<file path="config.mk">
export PLATFORM = sky130hd
export DESIGN_NAME = subpixel_offset_solver
export DESIGN_NICKNAME = d
export VERILOG_FILES = /design/src/rtl/subpixel_offset_solver.sv
export SDC_FILE = /design/constraint.sdc
export NUM_CORES = 2
export LEC_CHECK = 0
export ABC_AREA = 1
export BUFFER_PORTS_ARGS = -buffer_cell sky130_fd_sc_hd__buf_2
export CAP_MARGIN = 20
export CORE_UTILIZATION = 30
export DETAILED_ROUTE_END_ITERATION = 10
export GPL_ROUTABILITY_DRIVEN = 0
export PLACE_DENSITY = 0.46
export SYNTH_ARGS = -nofsm -noshare
export SYNTH_HDL_FRONTEND = slang
export SYNTH_SLANG_ARGS = --single-unit
</file>
<file path="constraint.sdc">
create_clock -name iclk -period 12.8 [get_ports iclk]
set_clock_uncertainty 0.15 [all_clocks]
set_input_delay 1.28 -clock iclk [delete_from_list [all_inputs] [get_ports iclk]]
set_output_delay 1.28 -clock iclk [all_outputs]
set_load 0.01 [all_outputs]
</file>
<file path="src/rtl/subpixel_offset_solver.sv">
// subpixel_offset_solver: SIFT sub-pixel offset -(adj(H)*grad)/det(H) via three restoring dividers.
// Define OFFSET_ROUND_EN for one guard-bit iteration and half-up rounding of the quotient.
module subpixel_offset_solver #(
    parameter int FRAC_BITS = 8
) (
    input  logic                    iclk,
    input  logic                    irst,
    input  logic                    ivalid,
    output logic                    oready,
    input  logic [8:0]              iadj11,
    input  logic [8:0]              iadj12,
    input  logic [8:0]              iadj13,
    input  logic [8:0]              iadj21,
    input  logic [8:0]              iadj22,
    input  logic [8:0]              iadj23,
    input  logic [8:0]              iadj31,
    input  logic [8:0]              iadj32,
    input  logic [8:0]              iadj33,
    input  logic [16:0]             idet,
    input  logic [8:0]              igrad_x,
    input  logic [8:0]              igrad_y,
    input  logic [8:0]              igrad_s,
    output logic                    ovalid,
    output logic [FRAC_BITS+3:0]    ooff_x,
    output logic [FRAC_BITS+3:0]    ooff_y,
    output logic [FRAC_BITS+3:0]    ooff_s,
    output logic                    okeep,
    output logic                    osingular
);
    localparam int NUM_W = 20;
    localparam int OUT_W = FRAC_BITS + 4;
    localparam int DW = 17;
    localparam int RW = DW + 1;
`ifdef OFFSET_ROUND_EN
    localparam int RND = 1;
`else
    localparam int RND = 0;
`endif
    localparam int QW = NUM_W + FRAC_BITS + RND;
    localparam int CW = $clog2(QW + 1);
    localparam int SAT = 2 ** (OUT_W - 1) - 1;
    localparam int HALF = 2 ** (FRAC_BITS - 1);

    typedef enum logic [1:0] {IDLE, MAC, DIV, OUT} state_t;

    state_t                     state_q, state_d;
    logic [8:0][8:0]            adj_q, adj_d;
    logic [2:0][8:0]            grad_q, grad_d;
    logic [DW-1:0]              det_q, det_d;
    logic [2:0]                 neg_q, neg_d;
    logic                       sing_q, sing_d;
    logic [DW-1:0]              dsr_q, dsr_d;
    logic [2:0][DW-1:0]         rem_q, rem_d;
    logic [2:0][QW-1:0]         dvd_q, dvd_d;
    logic [CW-1:0]              cnt_q, cnt_d;
    logic [2:0][OUT_W-1:0]      off_q, off_d;
    logic                       okeep_q, okeep_d;
    logic                       osing_q, osing_d;
    logic                       ovalid_q, ovalid_d;

    logic signed [NUM_W-1:0]    ax [9];
    logic signed [NUM_W-1:0]    gx [3];
    logic signed [NUM_W-1:0]    num [3];
    logic [NUM_W-1:0]           mag [3];
    logic [DW-1:0]              det_abs;
    logic [RW-1:0]              trial [3];
    logic [2:0]                 ge;
    logic [DW-1:0]              rem_nx [3];
    logic [QW-1:0]              dvd_nx [3];
    logic [QW-1:0]              qmag [3];
    logic [OUT_W-1:0]           sat [3];
    logic                       keep_all;

    // dvd_q shifts the dividend out of its top while quotient bits enter at the bottom
    always_comb begin
        for (int i = 0; i < 9; i++) ax[i] = NUM_W'($signed(adj_q[i]));
        for (int i = 0; i < 3; i++) gx[i] = NUM_W'($signed(grad_q[i]));
        det_abs = det_q[DW-1] ? -det_q : det_q;
        keep_all = 1'b1;
        for (int i = 0; i < 3; i++) begin
            num[i] = -(ax[3*i] * gx[0] + ax[3*i+1] * gx[1] + ax[3*i+2] * gx[2]);
            mag[i] = num[i][NUM_W-1] ? -num[i] : num[i];
            trial[i] = {rem_q[i], dvd_q[i][QW-1]};
            ge[i] = trial[i] >= RW'(dsr_q);
            rem_nx[i] = ge[i] ? DW'(trial[i] - RW'(dsr_q)) : DW'(trial[i]);
            dvd_nx[i] = {dvd_q[i][QW-2:0], ge[i]};
`ifdef OFFSET_ROUND_EN
            qmag[i] = (dvd_q[i] >> 1) + QW'(dvd_q[i][0]);
`else
            qmag[i] = dvd_q[i];
`endif
            sat[i] = qmag[i] > QW'(SAT) ? OUT_W'(SAT) : qmag[i][OUT_W-1:0];
            keep_all = keep_all & (sat[i] <= OUT_W'(HALF));
        end
    end

    always_comb begin
        state_d = state_q;
        adj_d = adj_q;
        grad_d = grad_q;
        det_d = det_q;
        neg_d = neg_q;
        sing_d = sing_q;
        dsr_d = dsr_q;
        rem_d = rem_q;
        dvd_d = dvd_q;
        cnt_d = cnt_q;
        off_d = off_q;
        okeep_d = okeep_q;
        osing_d = osing_q;
        ovalid_d = 1'b0;
        case (state_q)
            IDLE: if (ivalid) begin
                adj_d = {iadj33, iadj32, iadj31, iadj23, iadj22, iadj21, iadj13, iadj12, iadj11};
                grad_d = {igrad_s, igrad_y, igrad_x};
                det_d = idet;
                state_d = MAC;
            end
            MAC: begin
                for (int i = 0; i < 3; i++) begin
                    neg_d[i] = num[i][NUM_W-1] ^ det_q[DW-1];
                    dvd_d[i] = {mag[i], {(FRAC_BITS + RND){1'b0}}};
                    rem_d[i] = '0;
                end
                dsr_d = det_abs;
                sing_d = det_q == '0;
                cnt_d = '0;
                state_d = DIV;
            end
            DIV: begin
                for (int i = 0; i < 3; i++) begin
                    rem_d[i] = rem_nx[i];
                    dvd_d[i] = dvd_nx[i];
                end
                cnt_d = cnt_q + 1'b1;
                if (cnt_q == CW'(QW - 1)) state_d = OUT;
            end
            default: begin
                for (int i = 0; i < 3; i++)
                    off_d[i] = sing_q ? '0 : (neg_q[i] ? -sat[i] : sat[i]);
                okeep_d = !sing_q && keep_all;
                osing_d = sing_q;
                ovalid_d = 1'b1;
                state_d = IDLE;
            end
        endcase
    end

    always_ff @(posedge iclk or posedge irst) begin
        if (irst) begin
            state_q <= IDLE;
            adj_q <= '0;
            grad_q <= '0;
            det_q <= '0;
            neg_q <= '0;
            sing_q <= 1'b0;
            dsr_q <= '0;
            rem_q <= '0;
            dvd_q <= '0;
            cnt_q <= '0;
            off_q <= '0;
            okeep_q <= 1'b0;
            osing_q <= 1'b0;
            ovalid_q <= 1'b0;
        end else begin
            state_q <= state_d;
            adj_q <= adj_d;
            grad_q <= grad_d;
            det_q <= det_d;
            neg_q <= neg_d;
            sing_q <= sing_d;
            dsr_q <= dsr_d;
            rem_q <= rem_d;
            dvd_q <= dvd_d;
            cnt_q <= cnt_d;
            off_q <= off_d;
            okeep_q <= okeep_d;
            osing_q <= osing_d;
            ovalid_q <= ovalid_d;
        end
    end

    assign oready = state_q == IDLE;
    assign ovalid = ovalid_q;
    assign ooff_x = off_q[0];
    assign ooff_y = off_q[1];
    assign ooff_s = off_q[2];
    assign okeep = okeep_q;
    assign osingular = osing_q;
endmodule

</file>
==> results.cfg <==
[outcome]
outcome = finished clean

[synth]
synth_edf_count = 0
ys_seq_elements = 327
netlist_area_sq_um = 52300
synth_top_area_cell = fa_1
ys_warn_count = 0
synth.avg_cell_area_sq_um = 8.19
synth_fp_nets = 7823
ys_types = 50
synthFlopType = dfrtp_1
netlist_instances = 6387
ys_seq_area_frac = 0.157
async_reset_ff_frac = 1.00
synth_top_area_frac = 0.339
synthTopCellsByArea = fa_1, dfrtp_1, inv_1

[drt]
drt-pass1-iter-count = 5
first_iter_violations = 1827
ant_nets = 0
viasPerCell = 4.37
drc = 0
wl_per_cell_um = 16.4
routed_wl_um = 143000
vias = 38200

[cells_and_area]
nNetsFinal = 7835
fillers = 18488
instances_no_fill = 8745
drive_gt1_frac = 0.0746
final_common_cell = inv_1
area_delta_synth_final_pct = 8.92
final_cell_mix = inv_1, nand2_1, fa_1

[timing]
fin_setup_tns_ps = 0
min_period_ps = 8280
slew_headroom = 0.309
tightest_slew_ps = 1030
hold_viol_final = 0
setup_viol = 0
timing.final.crit_share = 0.647
drv_slew = 0
rsz0062_at_grt = false
fmax_mhz = 121

[setup_path]
start_kind = register
worstSetupPathType = register to register
r2r_slack_ps = 4520
worst_ep_required_time_ps = 13150
max_stage_delay_ps = 660
cp.depth = 29
r2r-start = grad_q[3]
crit_buf_inv = 10
cp.arrival_ps = 8630
slowest_stage = dfrtp_1
rr_worst_depth = 29
cp_max_fo = 21
critPathCaptureType = register
crit_family = adder cells
r2r-end = dvd_nx[16]

[clock_network]
htree_num_levels = 2
clockBufferDepth = 3
clk_latency_ps = 650
cts-root-buf = clkbuf_16
post_cts_buffers = 0
cts_hold_buf = 0
ctsResizeCount = 0
cts.sink_count = 327
cts-buffers-inserted = 47
tritoncts = done
clkTransAtPathRegs_ps = 60

[global_route]
grt_pass1_vias = 40941
grt_max_degree = 114
grt_usage = 0.170
antenna_found_initial = 0
overflow = 0
grt_pass1_wl_um = 233000

[floorplan]
die_h_um = 419
die_area_sq_um = 176000
io_pins = 168
core_area_sq_um = 172000
start_util = 0.303
die_x_um = 419
num_rows = 152

[place]
place_hpwl_um = 117000
io_buffers = 167
dpl.cell_count = 8660

[hold_path]
hold_start = ooff_s[10]
holdPathEnd = ooff_s[10]
holdCritPathClass = register to register
min_path_cells = 2

[flow_run]
drv_cap = 0
-- worst max path at each step --
stage                          from         end
after global placement    grad_q[3]    neg_q[2]
after detailed placement  grad_q[3]    neg_q[2]
after floorplan                irst    adj_q[0]
after CTS                 grad_q[3]  dvd_nx[16]
after global routing      grad_q[3]  dvd_nx[14]
final                     grad_q[3]  dvd_nx[16]
-- cell type report --
| type | count | area, sq um | share of cell area |
|---|---|---|---|
| repair buffers | 209 | 1170 | 0.0206 |
| inverters | 1772 | 6660 | 0.117 |
| clock inverters | 22 | 225 | 0.00395 |
| flip-flops and latches | 327 | 8190 | 0.144 |
| clock buffers | 62 | 1320 | 0.0232 |
| well taps | 2310 | 2890 | 0.0508 |
| diodes | 1 | 2.50 | 0.0000439 |
| multi-input cells | 4042 | 36500 | 0.641 |
-- metal layers --
layer	vias up	global-route usage	routed length, um
li1	18748	-	-
met1	18782	0.234	67300
met4	0	0.0401	3220
met5	-	0	0
met2	556	0.285	67600
met3	114	0.0169	5000
-- tightest hold or removal path: stages (launching register included) --
cell     delay (ps)
dfrtp_1         330
nand2_1          50
nand2_1          50
-- cells by family after synthesis --
family / after synthesis / share of synthesized area
flops: 327 / 0.157
fa+ha+maj: 1308 / 0.440
buf+inv: 2018 / 0.146
mux: 112 / 0.0241
compound gates: 460 / 0.0492
xor+xnor: 144 / 0.0261
simple gates: 2018 / 0.158
-- through the flow --
stage	hold slack (ps)	area [sq um]	worst slack (ps)	util
finish	323	56900	4520	0.331
detailed placement	316	55400	4520	0.322
global route	351	56900	3930	0.331
floorplan	303	52300	2320	-
global placement	318	55400	4590	0.321
CTS	329	56900	4480	0.331
-- state kept, by name, summed over array words and instances, names as in the netlist --
signal / cells
adj_q: 81
dvd_nx: 81
rem_q: 51
grad_q: 27
det_q: 17
dsr_q: 17
ooff_s: 12
ooff_x: 12
ooff_y: 12
cnt_q: 5
dvd_q: 3
neg_q: 3
state_q: 2
okeep: 1
osingular: 1
ovalid: 1
sing_q: 1
-- cell usage after synthesis (19+ instances only) --
master and count:
nand3_1 185, ha_1 423, nor2_1 257, clkbuf_1 171, mux2_2 112, buf_1 54, dfrtp_1 327, o21bai_1 25
xnor2_1 57, fa_1 885, xor2_1 79, o22ai_1 75, nand4_1 46, or2_2 19, nor3_1 36, nand2_1 1416
o21ai_0 146, o21ai_1 36, inv_1 1761, a21oi_1 134
Power is not shown: default switching activity piles up to over one toggle a cycle in this logic, so the estimate is an artifact.
